$ cat config.mk
export PLATFORM = sky130hd
export DESIGN_NAME = sha_wsched_param
export DESIGN_NICKNAME = d
export VERILOG_FILES = /design/src/rtl/sha2_pkg.sv /design/src/rtl/sha2_wsched_sigma.sv /design/src/rtl/sha_wsched_param.sv
export SDC_FILE = /design/constraint.sdc
export NUM_CORES = 2
export LEC_CHECK = 0
export ABC_AREA = 1
export CAP_MARGIN = 20
export CORE_MARGIN = 10
export CORE_UTILIZATION = 35
export DETAILED_ROUTE_END_ITERATION = 6
export DONT_BUFFER_PORTS = 1
export HOLD_SLACK_MARGIN = 0.02
export PLACE_DENSITY = 0.53
export SYNTH_ARGS = -nofsm -noshare
export SYNTH_HDL_FRONTEND = slang
export SYNTH_SLANG_ARGS = --single-unit
$ cat constraint.sdc
create_clock -name clk -period 37.5 [get_ports clk]
set_input_delay 0 -clock clk [delete_from_list [all_inputs] [get_ports clk]]
set_output_delay 0 -clock clk [all_outputs]
set_load 0.03 [all_outputs]
$ cat src/rtl/sha2_pkg.sv
// Shared SHA-2 message-schedule definitions: legal word/round pairs, sigma
// rotation constants, the scheduler state enum and the small sigma helpers.
package sha2_pkg;

  localparam int SHA256_WORD_W = 32;
  localparam int SHA256_ROUNDS = 64;
  localparam int SHA512_WORD_W = 64;
  localparam int SHA512_ROUNDS = 80;

  localparam int S0_ROT_A_32 = 7;
  localparam int S0_ROT_B_32 = 18;
  localparam int S0_SHR_32   = 3;
  localparam int S1_ROT_A_32 = 17;
  localparam int S1_ROT_B_32 = 19;
  localparam int S1_SHR_32   = 10;

  localparam int S0_ROT_A_64 = 1;
  localparam int S0_ROT_B_64 = 8;
  localparam int S0_SHR_64   = 7;
  localparam int S1_ROT_A_64 = 19;
  localparam int S1_ROT_B_64 = 61;
  localparam int S1_SHR_64   = 6;

  typedef enum logic {
    ST_IDLE = 1'b0,
    ST_RUN  = 1'b1
  } wsched_state_e;

  function automatic bit sha2_cfg_legal(input int word_w, input int rounds);
    return ((word_w == SHA256_WORD_W) && (rounds == SHA256_ROUNDS)) ||
           ((word_w == SHA512_WORD_W) && (rounds == SHA512_ROUNDS));
  endfunction

  // 32-bit words live in the low half of a 64-bit carrier; the high half is zero.
  function automatic logic [63:0] sha2_rotr(input int word_w, input logic [63:0] x,
                                            input int n);
    logic [31:0] lo;
    lo = x[31:0];
    if (word_w == SHA256_WORD_W) begin
      return {32'h0, (lo >> n) | (lo << (32 - n))};
    end
    return (x >> n) | (x << (64 - n));
  endfunction

  function automatic logic [63:0] sha2_s0(input int word_w, input logic [63:0] x);
    logic [63:0] xl;
    xl = {32'h0, x[31:0]};
    if (word_w == SHA256_WORD_W) begin
      return sha2_rotr(word_w, xl, S0_ROT_A_32) ^ sha2_rotr(word_w, xl, S0_ROT_B_32) ^
             (xl >> S0_SHR_32);
    end
    return sha2_rotr(word_w, x, S0_ROT_A_64) ^ sha2_rotr(word_w, x, S0_ROT_B_64) ^
           (x >> S0_SHR_64);
  endfunction

  function automatic logic [63:0] sha2_s1(input int word_w, input logic [63:0] x);
    logic [63:0] xl;
    xl = {32'h0, x[31:0]};
    if (word_w == SHA256_WORD_W) begin
      return sha2_rotr(word_w, xl, S1_ROT_A_32) ^ sha2_rotr(word_w, xl, S1_ROT_B_32) ^
             (xl >> S1_SHR_32);
    end
    return sha2_rotr(word_w, x, S1_ROT_A_64) ^ sha2_rotr(word_w, x, S1_ROT_B_64) ^
           (x >> S1_SHR_64);
  endfunction

endpackage

$ cat src/rtl/sha2_wsched_sigma.sv
// Combinational next-word generator: Wn = s1(win14) + win9 + s0(win1) + win0,
// wrapping modulo 2^WORD_W.
module sha2_wsched_sigma
  import sha2_pkg::*;
#(
  parameter int WORD_W = 32
) (
  input  logic [WORD_W-1:0] win0,
  input  logic [WORD_W-1:0] win1,
  input  logic [WORD_W-1:0] win9,
  input  logic [WORD_W-1:0] win14,
  output logic [WORD_W-1:0] wn
);

  always_comb begin
    wn = WORD_W'(sha2_s1(WORD_W, 64'(win14))) + win9 +
         WORD_W'(sha2_s0(WORD_W, 64'(win1))) + win0;
  end

endmodule

$ cat src/rtl/sha_wsched_param.sv
// SHA-2 message-schedule streamer: takes one 16-word block and emits
// W[0..ROUNDS-1] over a valid/ready interface, with abort and a done pulse.
//
//   state   | meaning
//   --------+-------------------------------------------------------------
//   ST_IDLE | blk_ready=1; waiting for a block, window holds stale data
//   ST_RUN  | w_valid=1; win[0] is W[t], shifts on each accepted beat
module sha_wsched_param
  import sha2_pkg::*;
#(
  parameter int WORD_W = 32,
  parameter int ROUNDS = (WORD_W == 64) ? 80 : 64,
  parameter int IDX_W  = 7
) (
  input  logic                 clk,
  input  logic                 reset,
  input  logic                 blk_valid,
  output logic                 blk_ready,
  input  logic [16*WORD_W-1:0] block,
  input  logic                 abort,
  output logic                 w_valid,
  input  logic                 w_ready,
  output logic [WORD_W-1:0]    w_data,
  output logic [IDX_W-1:0]     w_idx,
  output logic                 last,
  output logic                 done
);

  if (!sha2_cfg_legal(WORD_W, ROUNDS)) begin : g_bad_cfg
    $error("sha_wsched_param: WORD_W/ROUNDS must be 32/64 or 64/80");
  end
  if ((2 ** IDX_W) < ROUNDS) begin : g_bad_idx
    $error("sha_wsched_param: IDX_W too narrow for ROUNDS");
  end

  localparam logic [IDX_W-1:0] LAST_T = IDX_W'(ROUNDS - 1);

  wsched_state_e      state_q, state_d;
  logic [IDX_W-1:0]   t_q, t_d;
  logic               done_q, done_d;
  logic [WORD_W-1:0]  win_q [16];
  logic [WORD_W-1:0]  win_d [16];
  logic [WORD_W-1:0]  wn;

  sha2_wsched_sigma #(.WORD_W(WORD_W)) u_sigma (
    .win0  (win_q[0]),
    .win1  (win_q[1]),
    .win9  (win_q[9]),
    .win14 (win_q[14]),
    .wn    (wn)
  );

  always_comb begin
    state_d = state_q;
    t_d     = t_q;
    done_d  = 1'b0;
    win_d   = win_q;
    // abort outranks both block acceptance and beat handshakes
    if (abort) begin
      state_d = ST_IDLE;
      t_d     = '0;
    end else begin
      case (state_q)
        ST_IDLE: begin
          if (blk_valid) begin
            for (int i = 0; i < 16; i++) begin
              win_d[i] = block[(15-i)*WORD_W +: WORD_W];
            end
            t_d     = '0;
            state_d = ST_RUN;
          end
        end
        ST_RUN: begin
          if (w_ready) begin
            for (int i = 0; i < 15; i++) begin
              win_d[i] = win_q[i+1];
            end
            win_d[15] = wn;
            if (t_q == LAST_T) begin
              state_d = ST_IDLE;
              t_d     = '0;
              done_d  = 1'b1;
            end else begin
              t_d = t_q + IDX_W'(1);
            end
          end
        end
        default: begin
          state_d = ST_IDLE;
          t_d     = '0;
        end
      endcase
    end
  end

  always_ff @(posedge clk or posedge reset) begin
    if (reset) begin
      state_q <= ST_IDLE;
      t_q     <= '0;
      done_q  <= 1'b0;
      for (int i = 0; i < 16; i++) begin
        win_q[i] <= '0;
      end
    end else begin
      state_q <= state_d;
      t_q     <= t_d;
      done_q  <= done_d;
      win_q   <= win_d;
    end
  end

  assign blk_ready = (state_q == ST_IDLE);
  assign w_valid   = (state_q == ST_RUN);
  assign w_data    = win_q[0];
  assign w_idx     = t_q;
  assign last      = w_valid && (t_q == LAST_T);
  assign done      = done_q;

endmodule
# After elaboration in Yosys (flattened, before gate mapping)
# Index checks and enable logic that the tools add are counted.
[totals]
reg_bits = 521
output_inout_bits = 43
wordCells = 58
[op_classes]
addsub = 4
n_eq_ne = 5
mux = 17
bitwise = 10
n_reduce_logical = 3
[op_table]
columns = ["op", "count"]
rows = [
  ["$mux W512", 2],
  ["$pmux W512 S2", 1],
  ["$add A32 B32 Y32", 3],
  ["$xor A32 B32 Y32", 2],
  ["$or A13 B32 Y32", 1],
  ["$or A14 B32 Y32", 1],
  ["$or A15 B32 Y32", 1],
  ["$or A25 B32 Y32", 1],
  ["$xor A32 B22 Y32", 1],
  ["$xor A32 B29 Y32", 1],
  ["$mux W7", 4],
  ["$pmux W7 S2", 1],
  ["$mux W1", 8],
  ["$add A7 B1 Y7 const B", 1],
  ["$eq A7 B6 Y1 const B", 1],
  ["$ne A2 B2 Y1 const B", 2],
  ["$ne A3 B2 Y1 const B", 1],
  ["$ne A3 B3 Y1 const B", 1],
  ["$reduce_and A3 Y1", 1],
  ["$not A1 Y1", 2],
  ["$pmux W1 S2", 1],
  ["$reduce_and A2 Y1", 1],
  ["$logic_and A1 B1 Y1", 1],
]

# Logic depth before layout (Yosys ltp)
[depth]
word_depth = 8
mapped_depth = 21
mapped_depth_nobuf = 20

# Hierarchy
# A second synthesis with hierarchy kept.
[hier_totals]
cells_unflattened = 4722
hier_area_um2 = 32015.7
[by_module_without_submodules]
columns = ["mod", "n_inst", "cells_each", "area_per_inst_um2", "seq_area_each_um2"]
rows = [
  ["sha_wsched_param", 1, 3935, 26904.6, 13037.5],
  ["sha2_wsched_sigma", 1, 787, 5111.2, 0.0],
]

# Worst setup path before layout
# OpenSTA, ideal clock, no wires.
[synth_timing]
path_kind = "reg2reg"
start = "register win_q[456] (netlist bit)"
end = "register win_q[17] (netlist bit)"
arrival_ns = 3.266
path_slack_ns = 34.117
path_stages_with_launch = 19
n_path_buf = 1
period_less_slack_ns = 3.383
cell_sequence = "dfrtp_1 -> clkbuf_1 -> xnor2_1 -> xor2_1 -> inv_1 -> fa_1 -> fa_1 -> ha_1 -> fa_1 -> nand3_1 -> nand3_1 -> nand3_1 -> nand3_1 -> nand3_1 -> nand2_1 -> nand2_1 -> nand3_1 -> nand2_1 -> nand2_1"
[synth_between]
elab_chain_cells = 7
[synth_lines]
columns = ["element", "line", "text"]
rows = [
  ["start: declaration", "sha_wsched_param.sv:41", "logic [WORD_W-1:0] win_q [16];"],
  ["start signal: assignment", "sha_wsched_param.sv:108", "win_q <= win_d;"],
  ["$or A25 B32 Y32", "sha2_pkg.sv:40", "return {32'h0, (lo >> n) | (lo << (32 - n))};"],
  ["$xor A32 B32 Y32", "sha2_pkg.sv:49", "return sha2_rotr(word_w, xl, S0_ROT_A_32) ^ sha2_rotr(word_w, xl, S0_ROT_B_32) ^"],
  ["$xor A32 B29 Y32 *", "sha2_pkg.sv:49", ""],
  ["$add A32 B32 Y32 *", "sha2_wsched_sigma.sv:16", "wn = WORD_W'(sha2_s1(WORD_W, 64'(win14))) + win9 +"],
  ["$add A32 B32 Y32 *", "sha2_wsched_sigma.sv:17", "WORD_W'(sha2_s0(WORD_W, 64'(win1))) + win0;"],
  ["$mux W512 *", "sha_wsched_param.sv:74", "if (w_ready) begin"],
  ["$pmux W512 S2 *", "sha_wsched_param.sv:63", "case (state_q)"],
]
# Mark *: on every way between the ends. The rest lies on a longest branch, timed or not. The select of a mux whose other input is x is not followed.
# A chain may end at the register's enable or synchronous reset.

# Final worst setup path
[layout_timing]
start = "register win_q[456] (netlist bit)"
end = "register win_q[15] (netlist bit)"
# Same word-level chain as after synthesis.

==> results.toml <==
[cts]
htree_levels = 2
clkSlewWorstSetupHoldPaths_ns = 0.06
clk_latency_ns = 0.65
cts_root_buffer = "clkbuf_16"
cts-hold-fix-buffers = 524
cts.repair.resized = 0
clock-sinks = 521
cts_made_buffers = 61
cts_tree = "built"
clk_path_buf_depth = 3
post-cts-setup-buffer-count = 0

[finish]
layout_commonest_cell = "nor2_1"
syn2layout_area_growth_pct = 23.79
layoutNonFillerInstCount = 5322
drive_gt1_frac = 0.06273
mostFrequentLayoutCells = "nor2_1 (961), nand2_1 (821), dlygate4sd3_1 (523), dfrtp_1 (520), o31ai_1 (310)"
nets = 4709

[worst_setup_path]
start_kind = "flip-flop"
path_common_cell = "nand2_1"
cpLargestDelayFamily = "adder cells"
endpoint_kind = "flip-flop"
worstSetupPathType = "flip-flop to flip-flop"
arrival_ns = 5.28
critPathMaxFanout = 5
crit_buf_inv = 2
regToRegSetupSlack_ns = 32.73
cp.required_ns = 38.02
crit_chain = "xnor2_1, xor2_1, inv_1, fa_1, fa_1, ha_1, fa_1, nand2_1, nand2_1, nand3_1, nand2_1, nand2_1, nand2_1, nand2_1, nand3_1, o211ai_1, dlygate4sd3_1, nand2_1"
slowest_delay_ns = 0.58
cp_slowest_cell = "dlygate4sd3_1"

[grt]
grt_pass1_vias = 26913
grt_pass1_wl_mm = 179.1
gr-total-overflow = 0
met1_usage = 0.3166
busiest_layer = "met2"
use_met2 = 0.3910
antenna_found_initial = 40
grt_use_met3 = 0.05014
grt_usage = 0.2387
grt_max_degree = 257

[sta]
report.final.slew_viol_count = 0
relSlewSlack = 0.1577
holdWs_ns = 0.08058
period_needed_ns = 4.766
fmax_ghz = 0.2098
fin_setup_tns_ns = 0
hold_viol = 0
clock_skew_ns = 0.02966
worst_pin_slew_ns = 1.263
post-route-period-util = 0.1271
rsz0062_at_grt = "false"
setup_viol = 0

[synth]
yosys.area.top_type = "dfrtp_1"
syn_nets = 4390
syn_inst = 3779
yosys.area.top_type_share = 0.4258
synth_area_leaders = "dfrtp_1 (43%), nor2_1 (12%), nand2_1 (10%)"
avgSynthCellArea_um2 = 8.102
ys_warn_count = 0
synth-seq-cells = 521
synth_seq_area_share = 0.4258
yosysUniqueCellTypes = 34
syn_area_mm2 = 0.03062

[drt]
dr.pass1.iters = 6
drt_iter0_drc = 2591
num_vias = 26687
ant_nets = 0
vias_per_cell = 5.014
routedWlPerCell_um = 23.00
drc_errors = 0
wirelength_mm = 122.4

[floorplanning]
core_area_mm2 = 0.08675
die_h_um = 315.8
die_area_mm2 = 0.09970
start_util = 0.3529
die_w_um = 315.8
rows = 108
boundaryPins = 560

[place]
numPortBuffers = 0
place_inst = 4665
gp_congestion = 0.8991
hpwl_mm = 90.57

[power]
ir_drop_mv = 0.06682
power_density_mw_per_mm2 = 88.56
leakage_nw = 17.89

[min_path]
min_path_type = "input pin to flip-flop"

[outcome]
outcome = "finished, final reports clean"

[job]
cap_violations = 0
Yosys cell counts (all sizes together):
cell type	number
o21bai	2
nand2b	1
nand3	52
or2	4
o221ai	1
o21ai	119
buf	152
o31ai	438
a21oi	22
o211ai	1
clkbuf	139
nand2	821
nor2	962
and2	3
o22ai	2
a21boi	1
a32o	1
xnor2	56
xor2	77
nand4	3
nor3	7
ha	32
fa	62
inv	300
dfrtp	521
power by group:
part	internal (W)	switching, W	total, W
sequential	0.000682	0.000147	0.000830
combinational	0.000643	0.00125	0.00189
clock	0.000383	0.000256	0.000638
metal layers:
layer,wire length [um],vias to the layer above
li1,-,12723
met1,52760,12876
met2,57940,848
met3,8254,202
met4,3229,38
met5,195,-
layout make-up:
type | count | area, um^2
diodes | 22 | 55.05
clock buffers | 88 | 1778
clock inverters | 22 | 356.6
fillers | 8707 | 48860
inverters | 300 | 1149
multi-input cells | 2667 | 14580
flip-flops and latches | 521 | 13040
well taps | 1155 | 1445
repair buffers | 547 | 5493
state kept, by name, indices dropped and copies added (netlist names):
signal	count
w_idx	7
w_data	32
win_q	480
done	1
w_valid	1
path summary, 6_finish.rpt:
kind                                  from  depth (start not counted)          to
worst max-delay path            win_q[456]                         18   win_q[15]
max in group asynchronous            reset                          6  win_q[137]
min in group asynchronous            reset                          3   w_data[6]
worst max register to register  win_q[456]                         18   win_q[15]
worst min-delay path            block[205]                          3  win_q[205]
worst min register to register  win_q[290]                          2  win_q[290]
per-stage QoR:
step           worst slack (ns)  total power, W  cell area, um^2  utilization
2_1_floorplan             22.95        0.002096            30620            -
3_3_place_gp              32.92        0.002661            30420       0.3506
3_5_place_dp              32.86        0.002662            30420       0.3506
4_1_cts                   32.80        0.003366            37820       0.4359
5_1_grt                   32.48        0.003652            37890       0.4367
6_report                  32.73        0.003356            37900       0.4368
cells by family after synthesis:
| logic type | synth area share |
|---|---|
| buffers and inverters | 0.09792 |
| XOR/XNOR | 0.03805 |
| AND/OR/NAND/NOR | 0.2308 |
| adder cells (fa/ha/maj) | 0.05362 |
| AO/OA/AOI/OAI | 0.1537 |
| flip-flops | 0.4258 |
worst reg2reg max path: cells and delay by family (launching register included):
family / cells / cell delay (ns)
fa+ha+maj: 4 / 1.75
simple gates: 9 / 0.94
buf+inv: 2 / 0.69
flops: 1 / 0.54
xor+xnor: 2 / 0.53
compound gates: 1 / 0.18
Power figures use the tool's default switching activity.
